### src/rtl/uart_tx_sched.sv
// uart_tx_sched: round-robin sharing of one uart_tx across N_REQ byte streams plus shadowed line config (UART_TX_SCHED_PRIO0_EN: requester 0 pre-empts).
// Latency: 1-cycle arbitration, 1-cycle config apply; backpressure: owner's ready follows tx_ready_i, all others held at 0.
module uart_tx_sched #(
  parameter int N_REQ     = 4,
  parameter int MAX_BURST = 16,
  parameter int IDW       = $clog2(N_REQ)
) (
  input  logic               clk_i,
  input  logic               rst_i,
  input  logic [N_REQ*8-1:0] req_data_i,
  input  logic [N_REQ-1:0]   req_valid_i,
  input  logic [N_REQ-1:0]   req_last_i,
  output logic [N_REQ-1:0]   req_ready_o,
  output logic [7:0]         tx_data_o,
  output logic               tx_valid_o,
  input  logic               tx_ready_i,
  input  logic               tx_busy_i,
  output logic [N_REQ-1:0]   grant_o,
  output logic [IDW-1:0]     grant_id_o,
  input  logic               cfg_update_i,
  input  logic [15:0]        cfg_div_i,
  input  logic               cfg_parity_en_i,
  input  logic [1:0]         cfg_bits_i,
  input  logic               cfg_stop_bits_i,
  output logic [15:0]        cfg_div_o,
  output logic               cfg_parity_en_o,
  output logic [1:0]         cfg_bits_o,
  output logic               cfg_stop_bits_o,
  output logic               cfg_pending_o
);

  typedef enum logic [1:0] {IDLE, CFG, GRANT} state_e;

  typedef struct packed {
    logic [15:0] div;
    logic        parity_en;
    logic [1:0]  bits;
    logic        stop_bits;
  } cfg_t;

  localparam cfg_t CFG_RST = '{div: 16'd16, parity_en: 1'b0, bits: 2'b11, stop_bits: 1'b0};

  state_e           state_q, state_d;
  logic [N_REQ-1:0] grant_q, grant_d;
  logic [IDW-1:0]   gid_q, gid_d;
  logic [7:0]       burst_q, burst_d;
  cfg_t             cfg_q, cfg_d;
  cfg_t             shadow_q, shadow_d;
  logic             pending_q, pending_d;

  logic [7:0]       req_byte [N_REQ];
  logic [IDW-1:0]   cand;
  logic [IDW-1:0]   win_idx;
  logic             win_vld;
  logic             xfer;

  for (genvar k = 0; k < N_REQ; k++) begin : g_unpack
    assign req_byte[k] = req_data_i[8*k +: 8];
  end

  // Scan upward from the last owner so the previous winner is considered last.
  always_comb begin
    cand    = '0;
    win_idx = gid_q;
    win_vld = 1'b0;
    for (int i = 1; i <= N_REQ; i++) begin
      cand = IDW'((int'(gid_q) + i) % N_REQ);
      if (!win_vld && req_valid_i[cand]) begin
        win_vld = 1'b1;
        win_idx = cand;
      end
    end
`ifdef UART_TX_SCHED_PRIO0_EN
    if (req_valid_i[0]) begin
      win_vld = 1'b1;
      win_idx = '0;
    end
`else
`endif
  end

  always_comb begin
    state_d     = state_q;
    grant_d     = grant_q;
    gid_d       = gid_q;
    burst_d     = burst_q;
    cfg_d       = cfg_q;
    shadow_d    = shadow_q;
    pending_d   = pending_q;
    tx_data_o   = '0;
    tx_valid_o  = 1'b0;
    req_ready_o = '0;
    xfer        = 1'b0;

    case (state_q)
      IDLE: begin
        if (pending_q) begin
          if (!tx_busy_i) state_d = CFG;
        end else if (win_vld) begin
          grant_d = N_REQ'(1) << win_idx;
          gid_d   = win_idx;
          state_d = GRANT;
        end
      end
      CFG: begin
        cfg_d     = shadow_q;
        pending_d = 1'b0;
        state_d   = IDLE;
      end
      GRANT: begin
        tx_data_o          = req_byte[gid_q];
        tx_valid_o         = req_valid_i[gid_q];
        req_ready_o[gid_q] = tx_ready_i;
        xfer               = req_valid_i[gid_q] & tx_ready_i;
        if (xfer) begin
          if (req_last_i[gid_q] || burst_q == 8'(MAX_BURST - 1)) begin
            state_d = IDLE;
            grant_d = '0;
            burst_d = '0;
          end else begin
            burst_d = burst_q + 8'd1;
          end
        end
      end
      default: state_d = IDLE;
    endcase

    // A capture landing in the CFG cycle keeps pending set so the newer value is applied next.
    if (cfg_update_i) begin
      shadow_d  = '{div: cfg_div_i, parity_en: cfg_parity_en_i,
                    bits: cfg_bits_i, stop_bits: cfg_stop_bits_i};
      pending_d = 1'b1;
    end
  end

  always_ff @(posedge clk_i or posedge rst_i) begin
    if (rst_i) begin
      state_q   <= IDLE;
      grant_q   <= '0;
      gid_q     <= IDW'(N_REQ - 1);
      burst_q   <= '0;
      cfg_q     <= CFG_RST;
      shadow_q  <= CFG_RST;
      pending_q <= 1'b0;
    end else begin
      state_q   <= state_d;
      grant_q   <= grant_d;
      gid_q     <= gid_d;
      burst_q   <= burst_d;
      cfg_q     <= cfg_d;
      shadow_q  <= shadow_d;
      pending_q <= pending_d;
    end
  end

  assign grant_o         = grant_q;
  assign grant_id_o      = gid_q;
  assign cfg_div_o       = cfg_q.div;
  assign cfg_parity_en_o = cfg_q.parity_en;
  assign cfg_bits_o      = cfg_q.bits;
  assign cfg_stop_bits_o = cfg_q.stop_bits;
  assign cfg_pending_o   = pending_q;

endmodule

### config.mk
export PLATFORM = sky130hd
export DESIGN_NAME = uart_tx_sched
export DESIGN_NICKNAME = d
export VERILOG_FILES = /design/src/rtl/uart_tx_sched.sv
export SDC_FILE = /design/constraint.sdc
export NUM_CORES = 1
export LEC_CHECK = 0
export ABC_AREA = 1
export BUFFER_PORTS_ARGS = -buffer_cell sky130_fd_sc_hd__buf_2
export CORE_UTILIZATION = 50
export DETAILED_ROUTE_END_ITERATION = 10
export PLACE_DENSITY = 0.8
export SYNTH_ARGS = -nofsm -noshare
export SYNTH_HDL_FRONTEND = slang
export SYNTH_SLANG_ARGS = --single-unit
### constraint.sdc
create_clock -name clk_i -period 6.4 [get_ports clk_i]
set_input_delay 0 -clock clk_i [delete_from_list [all_inputs] [get_ports clk_i]]
set_output_delay 0 -clock clk_i [all_outputs]
set_load 0.01 [all_outputs]
==> flow_metrics.tcl <==
set metrics [dict create \
    worst_setup_path_start_kind "flop" \
    syn_avg_cell_area_um2 7.78 \
    ys_seq_area_share_pct 46.8 \
    worstReg2RegEnd "grant_o[1]" \
    final_core_util_pct 67.1 \
    io_buffers 104 \
    hold_viol_final 0 \
    via_count 2987 \
    drt-pass1-iter-count 4 \
    cts_tree "done" \
    finalNetCount 585 \
    syn_nets 464 \
    row_count 28 \
    nFillCells 502 \
    hp-class "input port to flop" \
    wl_per_cell_um 12.5 \
    r2r_setup_slack_ns 4.00 \
    r2r_cells 12 \
    dp_slack_ns 4.01 \
    skew_ns 0.00369 \
    holdPathEnd "burst_q[3]" \
    die_w_um 80.3 \
    setup_tns_ns 0 \
    critPathCaptureType "flop" \
    async_reset_ff_share_pct 100 \
    cts_buffers 9 \
    detail-route-antenna-nets 0 \
    cts.sinks 57 \
    min_period_ns 2.40 \
    finalSetupViolCount 0 \
    grt_pass1_vias 2758 \
    die_y_um 80.3 \
    layout-drive-gt1-share_pct 30.0 \
    fmax_mhz 416 \
    cts_buffer_depth 2 \
    status "finished clean" \
    max-vdd-ir-drop_mv 0.247 \
    hold_path_startpoint "tx_ready_i" \
    antenna_cells 0 \
    path_cells "inv_8, ha_1, inv_1, nand3_1, nand2_1, inv_1, nand3_2, nand2_1, nand2_2, nor2_2, nand2_1, nand2_1" \
    cts_resized 0 \
    yosysWarnings 0 \
    placed_cell_area_um2 3590 \
    area_growth_pct 29.5 \
    crit_type "flop to flop" \
    synth-main-ff-cell "dfrtp_1" \
    initial_utilization_pct 51.8 \
    max-slew-margin-rel_pct 32.4 \
    htree_levels 3 \
    gp_congestion 0.873 \
    tightest_slew_ns 1.01 \
    max_stage_delay_ns 0.91 \
    drcViolationCount 0 \
    cellLeakagePower_nw 2.12 \
    setup_ws_ns 4.00 \
    dp_cells 557 \
    critPathMaxFanout 30 \
    hold_depth 4 \
    drt_iter0_drc 150 \
    r2r-start "grant_id_o[0]" \
    fin_area_um2 3970 \
    post-route-period-util_pct 37.6 \
    ys_ff_latch 57 \
    synth_edf_count 0 \
    dieArea_um2 6450 \
    cap_violations 0 \
    critPathMostFrequentCell "nand2_1" \
    ioPinCount 105 \
    fin_cells 595 \
    yosys-top-cells-area "dfrtp_1 (40%), nand2_1 (11%), o21ai_0 (10%)" \
    finalMaxSlewViolations 0 \
    dp_hpwl_um 4920 \
    core_um2 5920 \
    drt-total-wl_um 7460 \
    synth_top_area_share_pct 40.0 \
    grt_setup_unrepaired "false" \
    grt_pass1_wl_um 12000 \
    synth_area_um2 3070 \
    power_density_nw_per_um2 388 \
    syn_inst 394 \
    antenna_found_initial 0 \
    clock-root-buffer "clkbuf_8" \
    yosys.area.top_type "dfrtp_1" \
    cp_top_family "flip-flops" \
    avgViaCountPerCell 5.02 \
    clk_pin_slew_ns 0.06 \
    synthDistinctLibCells 30 \
    crit_path_top_delay_cell "dfstp_2" \
    critical_path_arrival_ns 2.67 \
    grt_util_all_layers_pct 24.5 \
    clock_latency_ns 0.33 \
    required_ns 6.67 \
    crit_buf_inv 3 \
    grt_start_max_net_pins 58 \
    grt_overflow 0 \
]
-- worst reg2reg max path, cell delays in order, from the launching register on --
cell and delay [ns]:
dfstp_2 0.91, inv_8 0.16, ha_1 0.43, inv_1 0.11
nand3_1 0.09, nand2_1 0.08, inv_1 0.09, nand3_2 0.09
nand2_1 0.08, nand2_2 0.07, nor2_2 0.11, nand2_1 0.07
nand2_1 0.06
-- how the worst max path moves through the flow --
stage / depth (start not counted) / endpoint / from / slack (ns)
after global routing: 12 / grant_o[1] / grant_id_o[0] / 3.76
final: 12 / grant_o[1] / grant_id_o[0] / 4.00
after global placement: 12 / grant_o[3] / grant_id_o[0] / 4.12
after CTS: 12 / grant_o[1] / grant_id_o[0] / 3.99
after floorplan: 15 / grant_o[1] / grant_id_o[0] / 4.17
after detailed placement: 10 / grant_o[2] / grant_id_o[0] / 4.01
-- cells in the mapped netlist (all sizes together) (6+ instances only) --
cell    instances
nor3            6
nor2           46
buf             8
nand2         105
clkbuf          9
inv            49
dfstp           8
a21oi          11
o21ai          63
dfrtp          49
nand3          22
-- registers in the layout, indices dropped and copies added, names as in the netlist --
name,cells
shadow_q,20
cfg_div_o,16
burst_q,8
grant_o,4
cfg_bits_o,2
grant_id_o,2
state_q,2
cfg_parity_en_o,1
cfg_pending_o,1
cfg_stop_bits_o,1
-- layout by cell type, fill, tap and decap left out, types with 2 or more instances in the layout --
cell and instances:
buf_2 104, a21oi_1 11, nor2_2 3, o21ai_0 63, inv_2 4, nor3_1 5, nand2_2 9, nand2_4 4
nand3_2 4, xor2_1 3, dlygate4sd3_1 22, nor2_1 42, nand3_1 17, dfstp_2 8, inv_1 44, clkbuf_8 9
nand2_1 92, nand4_1 5, ha_1 5, o31ai_1 2, dfrtp_1 49, clkinv_2 4, clkinvlp_4 2
-- metal layers --
metal	vias up	wire length, µm	share of wire, %	GRT usage, %
met4	0	65	0.87	7.14
met2	113	3670	49	43.7
met5	-	0	0	0
met3	7	470	6.3	6.93
li1	1495	-	-	-
met1	1372	3250	44	28.6
-- cell families (layout without fill, tap and decap cells) --
| kind of cell | count (synthesis) | after routing | synth area share [%] |
|---|---|---|---|
| simple gates | 186 | 186 | 27.9 |
| compound gates | 77 | 77 | 12.8 |
| buf+inv | 66 | 192 | 9.51 |
| flops | 57 | 57 | 46.8 |
| fa+ha+maj | 5 | 5 | 2.04 |
| xor+xnor | 3 | 3 | 0.857 |
-- what timing repair did --
action / 4_1_cts / 5_1_grt
buffers inserted: 0 / 0
hold buffers: 22 / 0
hold endpoints to repair: 70 / 0
-- power by group --
part	switching [mW]	total [mW]	internal, mW
registers	0.0998	0.576	0.476
logic	0.434	0.686	0.252
clock network	0.142	0.279	0.137
-- per-stage QoR --
stage | hold WS, ns | total power [mW]
floorplan | 0.0939 | 1.07
global placement | 0.207 | 1.23
detailed placement | 0.210 | 1.26
CTS | 0.0848 | 1.55
global route | 0.115 | 1.68
finish | 0.0965 | 1.54
-- area by class of cell --
class | instances | area [µm²] | area share [%]
clock buffers | 10 | 128 | 3.21
clock inverters | 6 | 35.0 | 0.882
inverters | 49 | 191 | 4.82
multi-input cells | 271 | 1340 | 33.7
well taps | 75 | 93.8 | 2.36
flip-flops and latches | 57 | 1440 | 36.2
repair buffers | 127 | 748 | 18.8
Power figures use the tool's default switching activity.
